### src/rtl/mem_bus_arbiter_pkg.sv
// mem_bus_arbiter_pkg: shared state encoding and constants for the memory bus arbiter
package mem_bus_arbiter_pkg;
  typedef enum logic [2:0] {
    IDLE     = 3'd0,
    IF_ACC   = 3'd1,
    IF_DONE  = 3'd2,
    MEM_ACC  = 3'd3,
    MEM_DONE = 3'd4
  } state_t;
  localparam logic CHIP_ENABLE     = 1'b1;
  localparam logic WRITE_ENABLE    = 1'b1;
  localparam int   DEFAULT_TIMEOUT = 255;
endpackage

### src/rtl/mem_bus_arbiter_watchdog.sv
// bus_watchdog: counts cycles spent in an access and flags the cycle that reaches the limit
module bus_watchdog #(
  parameter int TIMEOUT = 255
) (
  input  logic clk,
  input  logic rst,
  input  logic clr,
  input  logic en,
  output logic timeout_o
);
  localparam int W = $clog2(TIMEOUT + 1);
  logic [W-1:0] cnt;
  always_ff @(posedge clk or posedge rst)
    if (rst) cnt <= '0;
    else if (clr) cnt <= '0;
    else if (en) cnt <= cnt + 1'b1;
  // cnt holds completed access cycles, so the current cycle is number cnt+1
  assign timeout_o = en && cnt == W'(TIMEOUT - 1);
endmodule

### src/rtl/mem_bus_arbiter.sv
// mem_bus_arbiter: shares one memory port between fetch and data access, one transaction at a time
module mem_bus_arbiter
  import mem_bus_arbiter_pkg::*;
#(
  parameter int ADDR_W  = 32,
  parameter int DATA_W  = 32,
  parameter int TIMEOUT = DEFAULT_TIMEOUT
) (
  input  logic              clk,
  input  logic              rst,
  input  logic              if_ce_i,
  input  logic [ADDR_W-1:0] if_addr_i,
  input  logic              flush_i,
  output logic [DATA_W-1:0] if_inst_o,
  output logic              if_stallreq_o,
  input  logic              mem_ce_i,
  input  logic              mem_we_i,
  input  logic [ADDR_W-1:0] mem_addr_i,
  input  logic [3:0]        mem_sel_i,
  input  logic [DATA_W-1:0] mem_wdata_i,
  output logic [DATA_W-1:0] mem_rdata_o,
  output logic              mem_stallreq_o,
  output logic              bus_req_o,
  output logic              bus_we_o,
  output logic [ADDR_W-1:0] bus_addr_o,
  output logic [3:0]        bus_sel_o,
  output logic [DATA_W-1:0] bus_wdata_o,
  input  logic [DATA_W-1:0] bus_rdata_i,
  input  logic              bus_ack_i,
  output logic              bus_err_o
);
  state_t state, state_n;
  logic flush_pend, flush_pend_n, flushed, timeout, acc;
  logic [DATA_W-1:0] if_inst_n, mem_rdata_n, bus_wdata_n;
  logic [ADDR_W-1:0] bus_addr_n;
  logic [3:0] bus_sel_n;
  logic bus_req_n, bus_we_n, bus_err_n;
  assign acc = state == IF_ACC || state == MEM_ACC;
  assign flushed = flush_pend || flush_i;
  bus_watchdog #(.TIMEOUT(TIMEOUT)) u_watchdog (
    .clk(clk),
    .rst(rst),
    .clr(state == IDLE),
    .en(acc),
    .timeout_o(timeout)
  );
  always_comb begin
    state_n = state;
    flush_pend_n = flush_pend;
    if_inst_n = if_inst_o;
    mem_rdata_n = mem_rdata_o;
    bus_req_n = bus_req_o;
    bus_we_n = bus_we_o;
    bus_addr_n = bus_addr_o;
    bus_sel_n = bus_sel_o;
    bus_wdata_n = bus_wdata_o;
    bus_err_n = 1'b0;
    case (state)
      IDLE:
        if (mem_ce_i == CHIP_ENABLE) begin
          state_n = MEM_ACC;
          bus_req_n = 1'b1;
          bus_we_n = mem_we_i;
          bus_addr_n = mem_addr_i;
          bus_sel_n = mem_sel_i;
          bus_wdata_n = mem_wdata_i;
        end else if (if_ce_i == CHIP_ENABLE && !flush_i) begin
          state_n = IF_ACC;
          bus_req_n = 1'b1;
          bus_we_n = 1'b0;
          bus_addr_n = if_addr_i;
          bus_sel_n = 4'b1111;
          bus_wdata_n = '0;
        end
      IF_ACC: begin
        flush_pend_n = flushed;
        if (bus_ack_i || timeout) begin
          state_n = bus_ack_i && flushed ? IDLE : IF_DONE;
          if_inst_n = !bus_ack_i ? '0 : flushed ? if_inst_o : bus_rdata_i;
          bus_err_n = !bus_ack_i;
          flush_pend_n = 1'b0;
        end
      end
      MEM_ACC:
        if (bus_ack_i || timeout) begin
          state_n = MEM_DONE;
          mem_rdata_n = bus_we_o == WRITE_ENABLE ? mem_rdata_o : bus_ack_i ? bus_rdata_i : '0;
          bus_err_n = !bus_ack_i;
        end
      default: state_n = IDLE;
    endcase
    // leaving an access state always ends the bus transaction
    if (acc && state_n != state) begin
      bus_req_n = 1'b0;
      bus_we_n = 1'b0;
      bus_addr_n = '0;
      bus_sel_n = '0;
      bus_wdata_n = '0;
    end
  end
  always_ff @(posedge clk or posedge rst)
    if (rst) begin
      state <= IDLE;
      flush_pend <= 1'b0;
      if_inst_o <= '0;
      mem_rdata_o <= '0;
      bus_req_o <= 1'b0;
      bus_we_o <= 1'b0;
      bus_addr_o <= '0;
      bus_sel_o <= '0;
      bus_wdata_o <= '0;
      bus_err_o <= 1'b0;
    end else begin
      state <= state_n;
      flush_pend <= flush_pend_n;
      if_inst_o <= if_inst_n;
      mem_rdata_o <= mem_rdata_n;
      bus_req_o <= bus_req_n;
      bus_we_o <= bus_we_n;
      bus_addr_o <= bus_addr_n;
      bus_sel_o <= bus_sel_n;
      bus_wdata_o <= bus_wdata_n;
      bus_err_o <= bus_err_n;
    end
  assign if_stallreq_o = !rst && if_ce_i && state != IF_DONE;
  assign mem_stallreq_o = !rst && mem_ce_i && state != MEM_DONE;
endmodule

### config.mk
export PLATFORM = sky130hd
export DESIGN_NAME = mem_bus_arbiter
export DESIGN_NICKNAME = d
export VERILOG_FILES = /design/src/rtl/mem_bus_arbiter_pkg.sv /design/src/rtl/mem_bus_arbiter_watchdog.sv /design/src/rtl/mem_bus_arbiter.sv
export SDC_FILE = /design/constraint.sdc
export NUM_CORES = 1
export LEC_CHECK = 0
export BUFFER_PORTS_ARGS = -buffer_cell sky130_fd_sc_hd__buf_2
export CAP_MARGIN = 25
export CORE_MARGIN = 3
export CORE_UTILIZATION = 45
export CTS_CLUSTER_SIZE = 30
export DETAILED_ROUTE_END_ITERATION = 7
export PLACE_DENSITY = 0.75
export SLEW_MARGIN = 30
export SYNTH_ARGS = -nofsm -noshare
export SYNTH_HDL_FRONTEND = slang
export SYNTH_HIERARCHICAL = 1
export SYNTH_SLANG_ARGS = --single-unit
### constraint.sdc
create_clock -name clk -period 10.4 [get_ports clk]
set_input_delay 1.04 -clock clk [delete_from_list [all_inputs] [get_ports clk]]
set_output_delay 1.04 -clock clk [all_outputs]
set_load 0.005 [all_outputs]
==> impl_metrics.yaml <==
grt:
  grt_usage_pct: 22.63
  first_global_vias: 5693
  overflow: 0
  antenna_found_initial: 4
  grt_max_degree: 97
  grt_pass1_wl_um: 29660
routing:
  drc: 0
  first_pass_iters: 5
  wl_per_cell_um: 18.36
  via_count: 5748
  drt_iter0_markers: 595
  routed_wl_um: 19140
  postRouteAntennaNets: 0
  vias_per_cell: 5.516
timing:
  whs_ns: 0.4895
  hold_viol_final: 0
  rsz0062_at_grt: "false"
  worst_slew_pin_slew_ns: 0.8548
  fin_skew_ns: 0.01044
  fmax_mhz: 287.8
  fin_crit_sh_pct: 33.41
  setup_viol: 0
  fin_tns_setup_ns: 0
  max_slew_margin_pct: 43.01
  min_period_ns: 3.474
  report.final.slew_viol_count: 0
clock_tree:
  cts_buffers: 17
  hold_buffers: 0
  clock_path_buffers: 2
  postCtsResizedCells: 0
  clk_pin_slew_worst_paths_ns: 0.06
  root_buffer: "clkbuf_16"
  clk_latency_ns: 0.42
  clkSinkCount: 147
  cts_tree: "done"
  post_cts_buffers: 0
  htreeDepth: 4
finish:
  area_growth_syn_to_layout_pct: 29.97
  design_area_sq_um: 8845
  num-nets-final: 983
  fillers: 1282
  drive_gt1_share_pct: 38.06
logic_synthesis:
  ys_ff_latch: 147
  synth_top_cell_area_share_pct: 54.05
  synth_cell_types: 39
  ys.flop_type: "dfrtp_1"
  yosysMostFrequentCell: "dfrtp_1"
  yosysWarnings: 6
  synth_common_cells: "dfrtp_1, mux2i_1, and3_1"
  synth_edf_count: 0
  synth_seq_area_share_pct: 54.05
  ys_async_sr_fraction_pct: 100.0
  synth.area.top_cells: "dfrtp_1, mux2i_1, a32o_1"
  synth_nets: 737
  syn_area_sq_um: 6805
  syn_area_per_cell_sq_um: 11.42
  syn_inst: 596
  yosysTopAreaCell: "dfrtp_1"
floorplan:
  die-area_sq_um: 16630
  die_width_um: 129.0
  core-area_sq_um: 14640
  ioPinCount: 276
  rows: 44
  fp.dieH_um: 129.0
  initial_core_util_pct: 46.47
placement:
  io_buffers: 275
  place_hpwl_um: 13260
  dpl_cell_area_sq_um: 8232
  gp_congestion: 0.8092
critical_path:
  required_ns: 9.36
  start_kind: "input pin"
  cp_max_fo: 35
  endpoint_kind: "output pin"
  arrival_ns: 2.43
  path_class: "in2out"
power_and_ir_drop:
  p_per_area_nw_per_um2: 277.1
  ir_drop_v: 0.0001610
  p_total_mw: 2.451
  p_leak_nw: 4.855
min_path:
  min_path_type: "reg2reg"
flow_run:
  drv_cap: 0
run_status:
  status: "complete, no violations"
-- layer usage --
metal  global-route usage [%]  routed length (um)  share of wire (%)
met2                    34.97                9093                 48
met4                    6.980                 325                1.7
met5                        0                  19              0.099
met1                    30.38                8160                 43
met3                    7.638                1537                8.0
-- path summary, 6_finish.rpt --
path                       slack (ns)  cells past startpoint           from                 to
max in group asynchronous        8.35                      3            rst     bus_wdata_o[1]
hold reg to reg                  0.49                      1  if_inst_o[29]      if_inst_o[29]
hold / removal                   0.49                      1  if_inst_o[29]      if_inst_o[29]
setup reg to reg                 7.26                      7       state[0]      if_inst_o[21]
min in group asynchronous        0.64                      2            rst  u_watchdog/cnt[2]
setup / recovery                 6.93                      5       mem_ce_i     mem_stallreq_o
-- metrics by stage --
step                      setup slack (ns)  utilization (%)  instances
final                                6.926            60.40       1042
after global routing                 6.769            60.38       1041
after CTS                            6.844            60.30       1038
after detailed placement             6.499            56.21       1007
after global placement               6.188            56.19       1007
after floorplan                      5.012                -        596
-- flip-flops by register name, summed over array words and instances, names as in the netlist --
name / cells
if_inst_o: 32
bus_addr_o: 32
state: 3
mem_rdata_o: 32
bus_wdata_o: 32
bus_err_o: 1
u_watchdog/cnt: 8
bus_req_o: 1
bus_we_o: 1
bus_sel_o: 4
flush_pend: 1
-- final cells by class --
cell class	instances	area, sq um	area share (%)
well taps	184	230.2	2.603
repair buffers	283	1436	16.24
diodes	4	10.01	0.1132
multi-input cells	354	2740	30.98
inverters	39	151.4	1.712
clock buffers	23	498.0	5.630
clock inverters	8	100.1	1.132
flip-flops and latches	147	3679	41.59
-- kinds of logic (layout without fill, tap and decap cells) --
group,after synthesis,in the layout,synth area share (%)
DFF,147,147,54.05
AOI/OAI and AO/OA,128,128,14.82
and+or+nand+nor,124,124,10.08
muxes,96,96,14.12
buffers and inverters,95,353,6.049
xor gates and xnor gates,4,4,0.5149
adders and majority gates,2,2,0.3677
other,0,4,0
-- where the power goes --
part	switching (mW)	total (mW)	leakage, nW	internal (mW)
registers	0.155	0.966	1.79	0.811
clock network	0.231	0.614	0.283	0.383
logic	0.449	0.871	2.79	0.421
-- worst max-delay path, cell delays in order --
cell	delay (ns)
buf_2	0.07
buf_4	0.47
inv_1	0.26
a311oi_1	0.36
buf_2	0.21
-- layout by cell type (no fill, tap or decap), drive strengths merged, types with 8 or more instances in the layout --
cell type and count:
a32o 39, o21ai 43, mux2i 96, dfrtp 147
buf 283, a221o 26, a21oi 8, clkbuf 23
nand2 38, nor2 9, inv 39, and3 52
(Power assumes the default switching activity.)
